$ cat config.mk
export PLATFORM = sky130hd
export DESIGN_NAME = alu_share_arbiter_flat
export DESIGN_NICKNAME = d
export VERILOG_FILES = /design/src/rtl/alu_share_pkg.sv /design/src/rtl/alu_share_if.sv /design/src/rtl/rr_arbiter2.sv /design/src/rtl/alu_share_arbiter.sv /design/src/flat_wrapper.sv
export SDC_FILE = /design/constraint.sdc
export NUM_CORES = 1
export LEC_CHECK = 0
export ABC_CLOCK_PERIOD_IN_PS = 3200
export BUFFER_PORTS_ARGS = -buffer_cell sky130_fd_sc_hd__buf_4
export CAP_MARGIN = 20
export CORE_ASPECT_RATIO = 1.2
export CORE_MARGIN = 1
export CORE_UTILIZATION = 41
export CTS_CLUSTER_DIAMETER = 40
export CTS_CLUSTER_SIZE = 25
export DETAILED_ROUTE_END_ITERATION = 12
export PLACE_DENSITY = 0.67
export SLEW_MARGIN = 10
export SYNTH_ARGS = -nofsm -noshare
export SYNTH_HDL_FRONTEND = slang
export SYNTH_SLANG_ARGS = --single-unit
$ cat constraint.sdc
create_clock -name clk -period 3.2 [get_ports clk]
set_input_delay 0.16 -clock clk [delete_from_list [all_inputs] [get_ports clk]]
set_output_delay 0.16 -clock clk [all_outputs]
set_load 0.02 [all_outputs]
$ cat src/rtl/alu_share_pkg.sv
// Shared types for the arbitrated add/subtract front end.
package alu_share_pkg;

    localparam int REQ_NUM = 2;

    typedef enum logic [1:0] {
        IDLE = 2'd0,
        EXEC = 2'd1,
        RESP = 2'd2
    } state_e;

    typedef enum logic {
        OP_ADD = 1'b0,
        OP_SUB = 1'b1
    } op_e;

endpackage

$ cat src/rtl/alu_share_if.sv
// Request/response bundle between the two operand sources, the arbiter and the result consumer.
interface alu_share_if #(parameter int WIDTH = 16) ();

    logic             req0_valid;
    logic             req0_ready;
    logic [WIDTH-1:0] req0_a;
    logic [WIDTH-1:0] req0_b;
    logic             req0_op;
    logic             req1_valid;
    logic             req1_ready;
    logic [WIDTH-1:0] req1_a;
    logic [WIDTH-1:0] req1_b;
    logic             req1_op;
    logic             rsp_valid;
    logic             rsp_ready;
    logic             rsp_id;
    logic [WIDTH-1:0] rsp_data;
    logic             rsp_flag;

    modport master (
        output req0_valid, req0_a, req0_b, req0_op,
        output req1_valid, req1_a, req1_b, req1_op,
        output rsp_ready,
        input  req0_ready, req1_ready,
        input  rsp_valid, rsp_id, rsp_data, rsp_flag
    );

    modport slave (
        input  req0_valid, req0_a, req0_b, req0_op,
        input  req1_valid, req1_a, req1_b, req1_op,
        input  rsp_ready,
        output req0_ready, req1_ready,
        output rsp_valid, rsp_id, rsp_data, rsp_flag
    );

endinterface

$ cat src/rtl/rr_arbiter2.sv
// Two-way round-robin grant; a tie goes to the requester that was not served last.
module rr_arbiter2
    import alu_share_pkg::*;
(
    input  logic [REQ_NUM-1:0] valid,
    input  logic               last_grant,
    input  logic               enable,
    output logic [REQ_NUM-1:0] grant
);

    // one-hot grant from the current valid pattern
    always_comb begin
        grant = 2'b00;
        if (!enable) begin
            grant = 2'b00;
        end else begin
            case (valid)
                2'b01:   grant = 2'b01;
                2'b10:   grant = 2'b10;
                2'b11:   grant = last_grant ? 2'b01 : 2'b10;
                default: grant = 2'b00;
            endcase
        end
    end

endmodule

$ cat src/rtl/alu_share_arbiter.sv
// Arbitrated front end of the shared add/subtract datapath: grant, execute, then hold a
// tagged response until the consumer takes it.
module alu_share_arbiter
    import alu_share_pkg::*;
#(
    parameter int WIDTH     = 16,
    parameter int CNT_WIDTH = 16
) (
    input  logic                 clk,
    input  logic                 rst_n,
    alu_share_if.slave           bus,
    output logic                 busy,
    output logic [CNT_WIDTH-1:0] done_count
);

    // Single adder: subtract is a + ~b + 1, and the borrow is the inverted carry-out.
    function automatic logic [WIDTH:0] add_sub(input logic [WIDTH-1:0] a,
                                               input logic [WIDTH-1:0] b,
                                               input op_e          op);
        logic [WIDTH:0] sum;
        logic           is_sub;
        is_sub = (op == OP_SUB);
        sum    = {1'b0, a} + {1'b0, (is_sub ? ~b : b)} + {{WIDTH{1'b0}}, is_sub};
        return {(is_sub ? ~sum[WIDTH] : sum[WIDTH]), sum[WIDTH-1:0]};
    endfunction

    state_e               state_q, state_d;
    logic                 last_grant_q, last_grant_d;
    logic [WIDTH-1:0]     a_q, a_d;
    logic [WIDTH-1:0]     b_q, b_d;
    op_e                  op_q, op_d;
    logic                 rsp_valid_q, rsp_valid_d;
    logic                 rsp_id_q, rsp_id_d;
    logic [WIDTH-1:0]     rsp_data_q, rsp_data_d;
    logic                 rsp_flag_q, rsp_flag_d;
    logic [CNT_WIDTH-1:0] done_count_q, done_count_d;
    logic [1:0]           grant_s;
    logic [WIDTH:0]       calc_s;

    rr_arbiter2 u_arb (
        .valid      ({bus.req1_valid, bus.req0_valid}),
        .last_grant (last_grant_q),
        .enable     ((state_q == IDLE) && rst_n),
        .grant      (grant_s)
    );

    assign calc_s         = add_sub(a_q, b_q, op_q);
    assign bus.req0_ready = grant_s[0];
    assign bus.req1_ready = grant_s[1];
    assign bus.rsp_valid  = rsp_valid_q;
    assign bus.rsp_id     = rsp_id_q;
    assign bus.rsp_data   = rsp_data_q;
    assign bus.rsp_flag   = rsp_flag_q;
    assign busy           = (state_q != IDLE);
    assign done_count     = done_count_q;

    // next-state and datapath register updates
    always_comb begin
        state_d      = state_q;
        last_grant_d = last_grant_q;
        a_d          = a_q;
        b_d          = b_q;
        op_d         = op_q;
        rsp_valid_d  = rsp_valid_q;
        rsp_id_d     = rsp_id_q;
        rsp_data_d   = rsp_data_q;
        rsp_flag_d   = rsp_flag_q;
        done_count_d = done_count_q;
        case (state_q)
            IDLE: begin
                if (grant_s[0]) begin
                    a_d      = bus.req0_a;
                    b_d      = bus.req0_b;
                    op_d     = op_e'(bus.req0_op);
                    rsp_id_d = 1'b0;
                    state_d  = EXEC;
                end else if (grant_s[1]) begin
                    a_d      = bus.req1_a;
                    b_d      = bus.req1_b;
                    op_d     = op_e'(bus.req1_op);
                    rsp_id_d = 1'b1;
                    state_d  = EXEC;
                end else begin
                    state_d  = IDLE;
                end
            end
            EXEC: begin
                rsp_data_d  = calc_s[WIDTH-1:0];
                rsp_flag_d  = calc_s[WIDTH];
                rsp_valid_d = 1'b1;
                state_d     = RESP;
            end
            RESP: begin
                if (bus.rsp_ready) begin
                    rsp_valid_d  = 1'b0;
                    last_grant_d = rsp_id_q;
                    done_count_d = done_count_q + {{(CNT_WIDTH-1){1'b0}}, 1'b1};
                    state_d      = IDLE;
                end else begin
                    state_d      = RESP;
                end
            end
            default: begin
                rsp_valid_d = 1'b0;
                state_d     = IDLE;
            end
        endcase
    end

    // state registers; reset drops any in-flight operation without a response
    always_ff @(posedge clk) begin
        if (!rst_n) begin
            state_q      <= IDLE;
            last_grant_q <= 1'b1;
            a_q          <= {WIDTH{1'b0}};
            b_q          <= {WIDTH{1'b0}};
            op_q         <= OP_ADD;
            rsp_valid_q  <= 1'b0;
            rsp_id_q     <= 1'b0;
            rsp_data_q   <= {WIDTH{1'b0}};
            rsp_flag_q   <= 1'b0;
            done_count_q <= {CNT_WIDTH{1'b0}};
        end else begin
            state_q      <= state_d;
            last_grant_q <= last_grant_d;
            a_q          <= a_d;
            b_q          <= b_d;
            op_q         <= op_d;
            rsp_valid_q  <= rsp_valid_d;
            rsp_id_q     <= rsp_id_d;
            rsp_data_q   <= rsp_data_d;
            rsp_flag_q   <= rsp_flag_d;
            done_count_q <= done_count_d;
        end
    end

endmodule

$ cat src/flat_wrapper.sv
// flat-port wrapper written by rule: the top's interface ports become plain ports
module alu_share_arbiter_flat import alu_share_pkg::*;
#(
    parameter int WIDTH     = 16,
    parameter int CNT_WIDTH = 16
)
  (clk, rst_n, busy, done_count, bus_req0_valid, bus_req0_a, bus_req0_b, bus_req0_op, bus_req1_valid, bus_req1_a, bus_req1_b, bus_req1_op, bus_rsp_ready, bus_req0_ready, bus_req1_ready, bus_rsp_valid, bus_rsp_id, bus_rsp_data, bus_rsp_flag);
  alu_share_if #(.WIDTH(WIDTH)) bus_i ();
  input  logic clk;
  input  logic rst_n;
  output logic busy;
  output logic [CNT_WIDTH-1:0] done_count;
  input wire logic [$bits(bus_i.req0_valid)-1:0] bus_req0_valid;
  input wire logic [$bits(bus_i.req0_a)-1:0] bus_req0_a;
  input wire logic [$bits(bus_i.req0_b)-1:0] bus_req0_b;
  input wire logic [$bits(bus_i.req0_op)-1:0] bus_req0_op;
  input wire logic [$bits(bus_i.req1_valid)-1:0] bus_req1_valid;
  input wire logic [$bits(bus_i.req1_a)-1:0] bus_req1_a;
  input wire logic [$bits(bus_i.req1_b)-1:0] bus_req1_b;
  input wire logic [$bits(bus_i.req1_op)-1:0] bus_req1_op;
  input wire logic [$bits(bus_i.rsp_ready)-1:0] bus_rsp_ready;
  output wire logic [$bits(bus_i.req0_ready)-1:0] bus_req0_ready;
  output wire logic [$bits(bus_i.req1_ready)-1:0] bus_req1_ready;
  output wire logic [$bits(bus_i.rsp_valid)-1:0] bus_rsp_valid;
  output wire logic [$bits(bus_i.rsp_id)-1:0] bus_rsp_id;
  output wire logic [$bits(bus_i.rsp_data)-1:0] bus_rsp_data;
  output wire logic [$bits(bus_i.rsp_flag)-1:0] bus_rsp_flag;
  assign bus_i.req0_valid = bus_req0_valid;
  assign bus_i.req0_a = bus_req0_a;
  assign bus_i.req0_b = bus_req0_b;
  assign bus_i.req0_op = bus_req0_op;
  assign bus_i.req1_valid = bus_req1_valid;
  assign bus_i.req1_a = bus_req1_a;
  assign bus_i.req1_b = bus_req1_b;
  assign bus_i.req1_op = bus_req1_op;
  assign bus_i.rsp_ready = bus_rsp_ready;
  assign bus_req0_ready = bus_i.req0_ready;
  assign bus_req1_ready = bus_i.req1_ready;
  assign bus_rsp_valid = bus_i.rsp_valid;
  assign bus_rsp_id = bus_i.rsp_id;
  assign bus_rsp_data = bus_i.rsp_data;
  assign bus_rsp_flag = bus_i.rsp_flag;
  alu_share_arbiter #(.WIDTH(WIDTH), .CNT_WIDTH(CNT_WIDTH)) u_core (.clk(clk), .rst_n(rst_n), .bus(bus_i), .busy(busy), .done_count(done_count));
endmodule
==> results of run 1 <==
path summary, 6_finish.rpt:
kind	start	endpoint	slack (ns)	cells after the start
max	u_core.op_q$_SDFFE_PN0P_	u_core.bus.rsp_data[14]$_SDFFE_PN0P_	0.57	9
min	bus_req1_b[14]	u_core.b_q[14]$_SDFFE_PN0P_	0.08	3
max reg2reg	u_core.op_q$_SDFFE_PN0P_	u_core.bus.rsp_data[14]$_SDFFE_PN0P_	0.57	9
min reg2reg	u_core.bus.rsp_data[3]$_SDFFE_PN0P_	u_core.bus.rsp_data[3]$_SDFFE_PN0P_	0.46	2
per-layer routing:
layer / wire [um] / track usage, % / vias to the layer above
li1: - / - / 1900
met2: 4510 / 33.2 / 114
met4: 105 / 6.58 / 0
met1: 4690 / 26.9 / 1654
met3: 507 / 4.81 / 8
met5: 0 / 0 / -
critical path: stages (launching register included):
cell	delay (ns)
dfxtp_1	0.40
xor2_1	0.20
inv_1	0.08
fa_1	0.45
nor2b_4	0.17
o31ai_2	0.08
a211oi_1	0.35
a31oi_1	0.26
a2111o_1	0.47
o311ai_1	0.07
cell families after synthesis:
kind of cell / synth area share (%)
muxes: 0.612
DFF: 36.6
xor gates and xnor gates: 8.12
adders and majority gates: 5.67
buffers and inverters: 4.54
and+or+nand+nor: 23.3
AOI/OAI and AO/OA: 21.2
state kept, by name, summed over array words and instances (netlist names):
register and flops:
u_core.state_q 2, u_core.last_grant_q 1, u_core.bus.rsp_valid 1, u_core.done_count 16, u_core.bus.rsp_id 1, u_core.b_q 16, u_core.bus.rsp_data 16, u_core.a_q 16
u_core.op_q 1, u_core.bus.rsp_flag 1
synth_stat cells, types with 8 or more instances:
master	count	area [um2]
o21ai_0	16	80.1
a311oi_1	33	289
nand2_1	88	330
nor2_1	62	233
a211oi_1	8	60.1
dfxtp_1	71	1420
clkbuf_1	21	78.8
inv_1	14	52.6
a21oi_1	17	85.1
xor2_1	27	236
ha_1	16	200
xnor2_1	9	78.8
nand3_1	21	105
stage by stage:
stage | util, % | setup WS (ns)
2_1_floorplan | - | 0.623
3_3_place_gp | 52.5 | 0.632
3_5_place_dp | 52.5 | 0.568
4_1_cts | 54.3 | 0.556
5_1_grt | 54.3 | 0.339
6_report | 54.3 | 0.574
power groups by stage:
stage          sequential, uW  clock [uW]  combinational [uW]
3_5_place_dp             1030           0                 645
6_report                 1010         624                 647
2_1_floorplan            1040           0                 408
4_1_cts                  1010         640                 650
5_1_grt                  1020         679                 720
3_3_place_gp             1030           0                 641
layout by cell type (no fill, tap or decap), types with 4 or more instances in the layout:
| cell | n |
|---|---|
| nand4_1 | 4 |
| xor2_1 | 27 |
| ha_1 | 16 |
| a21o_1 | 5 |
| nand2b_1 | 5 |
| nand3_1 | 21 |
| clkbuf_8 | 11 |
| buf_4 | 115 |
| xnor2_1 | 9 |
| a211oi_1 | 8 |
| a31oi_1 | 4 |
| dfxtp_1 | 71 |
| inv_1 | 14 |
| o21ai_0 | 16 |
| nor2_1 | 62 |
| o211ai_1 | 4 |
| and3_1 | 4 |
| nand2_1 | 88 |
| a21oi_1 | 17 |
| a311oi_1 | 33 |
| nor3_1 | 5 |
| o21a_1 | 4 |
area by class of cell:
| type | instances | share of cell area [%] |
|---|---|---|
| Multi-Input combinational cell | 369 | 46.5 |
| Sequential cell | 71 | 28.7 |
| Timing Repair Buffer | 115 | 17.4 |
| Inverter | 15 | 1.14 |
| Clock buffer | 13 | 3.20 |
| Clock inverter | 1 | 0.101 |
| Tap cell | 120 | 3.03 |
==> flow_metrics.py, run 1 <==
metrics = {
    "power_and_ir_drop": {
        "power.leakage_uw": 0.00218,
        "combPwrFrac_pct": 28.4,
        "p_per_area_nw_per_um2": 460,
        "clockPowerShare_pct": 27.4,
        "switching_share_pct": 31.7,
        "total_power_uw": 2280,
        "switching_power_uw": 724,
        "power_frac_seq_pct": 44.2,
        "ir_worst_vdd_uv": 242,
        "intPower_uw": 1560,
    },
    "cts": {
        "cts_tree": "yes",
        "cts_hold_buf": 0,
        "cts_buffers": 9,
        "clock_tree.buffer_depth": 2,
        "cts.repair.resized": 0,
        "clkTransAtPathRegs_ns": 0.07,
        "post_cts_buffers": 0,
        "clkLatencyLatePin_ns": 0.34,
        "root_buffer": "clkbuf_8",
        "clock_sinks": 71,
        "h-tree-depth": 3,
    },
    "timing": {
        "fin_crit_ns": 2.63,
        "worst_pin_slew_ns": 0.943,
        "finClkSkew_ns": 0.00703,
        "hold_ws_ns": 0.0827,
        "hold_violations": 0,
        "fmax_mhz": 381,
        "fin_crit_sh_pct": 82.0,
        "fin_setup_tns_ns": 0,
        "rsz0062_at_grt": "false",
        "drv_slew": 0,
        "slew_headroom_pct": 37.0,
        "setup_viol_count_final": 0,
    },
    "place": {
        "io_buffers": 108,
        "dp_hpwl_um": 7360,
        "post-place-cells": 690,
        "place_area_um2": 4800,
        "gp_congestion": 0.826,
    },
    "drt": {
        "drt_iter0_drc": 196,
        "wl_per_cell_um": 13.9,
        "vias_per_cell": 5.22,
        "via_count": 3676,
        "antenna_left": 0,
        "route.detailed.drc": 0,
        "wirelength_um": 9810,
        "drt_pass1_iterations": 4,
    },
    "synth": {
        "synth.distinct_cells": 54,
        "yosysSeqAreaShare_pct": 36.6,
        "synth_warnings": 0,
        "ys.flop_type": "dfxtp_1",
        "synth.avg_cell_area_um2": 8.03,
        "syn-num-nets": 572,
        "async_reset_ff_share_pct": 0,
        "synth_seq_cells": 71,
        "syn_area_um2": 3880,
        "synthCells": 484,
        "synth_edf_count": 0,
    },
    "floorplan": {
        "start_util_pct": 42.6,
        "coreArea_um2": 9130,
        "die_x_um": 90.9,
        "row_count": 38,
        "die_area_um2": 9870,
        "die_h_um": 109,
        "io_pins": 109,
    },
    "finish": {
        "fin_nets": 669,
        "area_delta_synth_final_pct": 27.7,
        "nFillCells": 886,
        "layout-drive-gt1-share_pct": 23.6,
        "multi_input_area_um2": 2300,
        "instances_no_fill": 704,
        "seqCellArea_um2": 1420,
        "antennaDiodeCount": 0,
        "final_area_um2": 4960,
    },
    "worst_setup_path": {
        "worstSetupPathType": "reg2reg",
        "cp.required_ns": 3.46,
        "path_max_fanout": 5,
        "cp-end-kind": "register",
        "setup.worst_path.start_class": "register",
        "crit_arrival_ns": 2.88,
    },
    "global_routing": {
        "grt_max_degree": 37,
        "antenna_found_initial": 0,
        "grt_usage_pct": 20.4,
        "grt_overflow": 0,
        "grt_pass1_wl_um": 16100,
        "grt_pass1_vias": 3444,
    },
    "flow_run": {
        "drv_cap": 0,
    },
    "run_status": {
        "status": "completed",
    },
    "min_path": {
        "hold_path_class": "in2reg",
    },
}
(Power assumes the default switching activity.)
==> run 2, diff against run 1 <==
--- a/config.mk
+++ b/config.mk
@@ -5,7 +5,7 @@
 export SDC_FILE = /design/constraint.sdc
 export NUM_CORES = 1
 export LEC_CHECK = 0
-export ABC_CLOCK_PERIOD_IN_PS = 3200
+export ABC_CLOCK_PERIOD_IN_PS = 2700
 export BUFFER_PORTS_ARGS = -buffer_cell sky130_fd_sc_hd__buf_4
 export CAP_MARGIN = 20
 export CORE_ASPECT_RATIO = 1.2
==> constraint.sdc (replaced) <==
create_clock -name clk -period 2.7 [get_ports clk]
set_input_delay 0.135 -clock clk [delete_from_list [all_inputs] [get_ports clk]]
set_output_delay 0.135 -clock clk [all_outputs]
set_load 0.02 [all_outputs]
==> flow_metrics.py, run 2 (synthesized netlist as in run 1, its figures left out) <==
metrics = {
    "run_status": {
        "status": "completed",
    },
    "drt": {
        "wirelength_um": 9660,
        "wl_per_cell_um": 13.7,
        "vias_per_cell": 5.26,
        "antenna_left": 0,
        "drt_pass1_iterations": 4,
        "route.detailed.drc": 0,
        "via_count": 3719,
        "drt_iter0_drc": 184,
    },
    "timing": {
        "hold_violations": 0,
        "fin_crit_sh_pct": 91.5,
        "slew_headroom_pct": 43.5,
        "rsz0062_at_grt": "false",
        "setup_viol_count_final": 0,
        "fin_setup_tns_ns": 0,
        "drv_slew": 0,
        "fin_crit_ns": 2.47,
        "worst_pin_slew_ns": 0.847,
        "finClkSkew_ns": 0.00856,
        "fmax_mhz": 405,
    },
    "power_and_ir_drop": {
        "combPwrFrac_pct": 27.8,
        "p_per_area_nw_per_um2": 557,
        "power.leakage_uw": 0.00220,
        "power_frac_seq_pct": 42.8,
        "intPower_uw": 1930,
        "total_power_uw": 2790,
        "switching_share_pct": 31.0,
        "switching_power_uw": 867,
        "clockPowerShare_pct": 29.4,
        "ir_worst_vdd_uv": 239,
    },
    "place": {
        "gp_congestion": 0.865,
        "io_buffers": 108,
        "dp_hpwl_um": 7280,
    },
    "finish": {
        "layout-drive-gt1-share_pct": 24.2,
        "seqCellArea_um2": 1420,
        "final_util_pct": 54.9,
        "final_common_cell": "buf_4",
        "nFillCells": 883,
        "multi_input_area_um2": 2310,
        "final_cell_mix": "buf_4 (114), nand2_1 (88), dfxtp_1 (71)",
        "area_delta_synth_final_pct": 29.1,
        "antennaDiodeCount": 0,
        "fin_nets": 670,
    },
    "global_routing": {
        "grt_max_degree": 57,
        "grt_overflow": 0,
        "antenna_found_initial": 0,
        "grt_usage_pct": 20.5,
        "grt_pass1_vias": 3476,
        "grt_pass1_wl_um": 16400,
    },
    "cts": {
        "clkTransAtPathRegs_ns": 0.08,
        "root_buffer": "clkbuf_8",
        "cts_hold_buf": 0,
        "clock_tree.buffer_depth": 2,
        "clock_sinks": 71,
        "clkLatencyLatePin_ns": 0.34,
        "cts.repair.resized": 0,
        "post_cts_buffers": 0,
        "cts_tree": "yes",
        "h-tree-depth": 3,
        "cts_buffers": 9,
    },
    "worst_setup_path": {
        "path_max_fanout": 6,
        "cpPeakStageDelay_ns": 0.44,
        "slowest_stage": "a2111oi_2",
        "crit_chain": "buf_4, xor2_1, ha_1, a21oi_1, o211ai_1, a2111oi_2, nor3_2, mux2i_1, a31oi_1",
        "cp_num_buf_inv": 1,
        "crit_arrival_ns": 2.70,
        "setup.worst_path.start_class": "register",
        "critPathTopFamily": "compound AO/OA/AOI/OAI gates",
        "worstSetupPathType": "reg2reg",
        "cp.required_ns": 2.93,
        "cp-end-kind": "register",
    },
    "floorplan": {
        "row_count": 38,
        "die_h_um": 109,
        "start_util_pct": 42.6,
        "io_pins": 109,
        "coreArea_um2": 9130,
        "die_x_um": 90.9,
        "die_area_um2": 9870,
    },
    "min_path": {
        "hold_path_class": "in2reg",
    },
    "flow_run": {
        "drv_cap": 0,
    },
}
==> run 2: cell count changes in the layout (fill, tap and decap cells not counted), sizes merged <==
cell    before  now
clkbuf      13   12
buf        115  116
bufinv       0    1
clkinv       2    4
==> run 2: final timing paths <==
path	startpoint	to	slack (ns)	cells after the start
max	u_core.op_q$_SDFFE_PN0P_	u_core.bus.rsp_data[13]$_SDFFE_PN0P_	0.23	9
min	bus_req1_b[13]	u_core.b_q[13]$_SDFFE_PN0P_	0.06	3
max reg2reg	u_core.op_q$_SDFFE_PN0P_	u_core.bus.rsp_data[13]$_SDFFE_PN0P_	0.23	9
min reg2reg	u_core.bus.rsp_data[2]$_SDFFE_PN0P_	u_core.bus.rsp_data[2]$_SDFFE_PN0P_	0.46	2
==> run 2: per-stage QoR <==
stage | hold WS, ns | std cells | worst slack [ns] | area (um2)
3_5_place_dp | 0.418 | 691 | 0.233 | 4820
3_3_place_gp | 0.411 | 691 | 0.295 | 4820
2_1_floorplan | 0.294 | 484 | 0.123 | 3880
5_1_grt | 0.0493 | 707 | 0.0306 | 5010
4_1_cts | 0.0412 | 707 | 0.216 | 5010
6_report | 0.0579 | 707 | 0.230 | 5010
==> run 2: layout make-up <==
class | count | share of cell area [%]
clock inverter | 4 | 0.898
clock buffer | 12 | 2.89
sequential | 71 | 28.3
tap | 120 | 2.99
timing repair buffer | 116 | 17.7
multi-input combinational | 369 | 46.1
inverter | 15 | 1.12
==> run 2: per-layer routing <==
| metal | global-route usage [%] | routed length (um) |
|---|---|---|
| met1 | 27.1 | 4540 |
| met2 | 33.8 | 4340 |
| met5 | 0 | 0 |
| met4 | 6.92 | 155 |
| met3 | 4.04 | 618 |
==> run 2: power groups by stage <==
stage | Sequential [uW] | Clock (uW) | Combinational [uW]
floorplan | 1240 | 0 | 484
finish | 1190 | 822 | 777
CTS | 1190 | 845 | 774
global placement | 1220 | 0 | 764
detailed placement | 1220 | 0 | 769
global route | 1200 | 887 | 859
==> run 2: tightest hold or removal path, cell delays in order <==
cell	delay [ns]
buf_4	0.11
nand2_1	0.04
a311oi_1	0.07
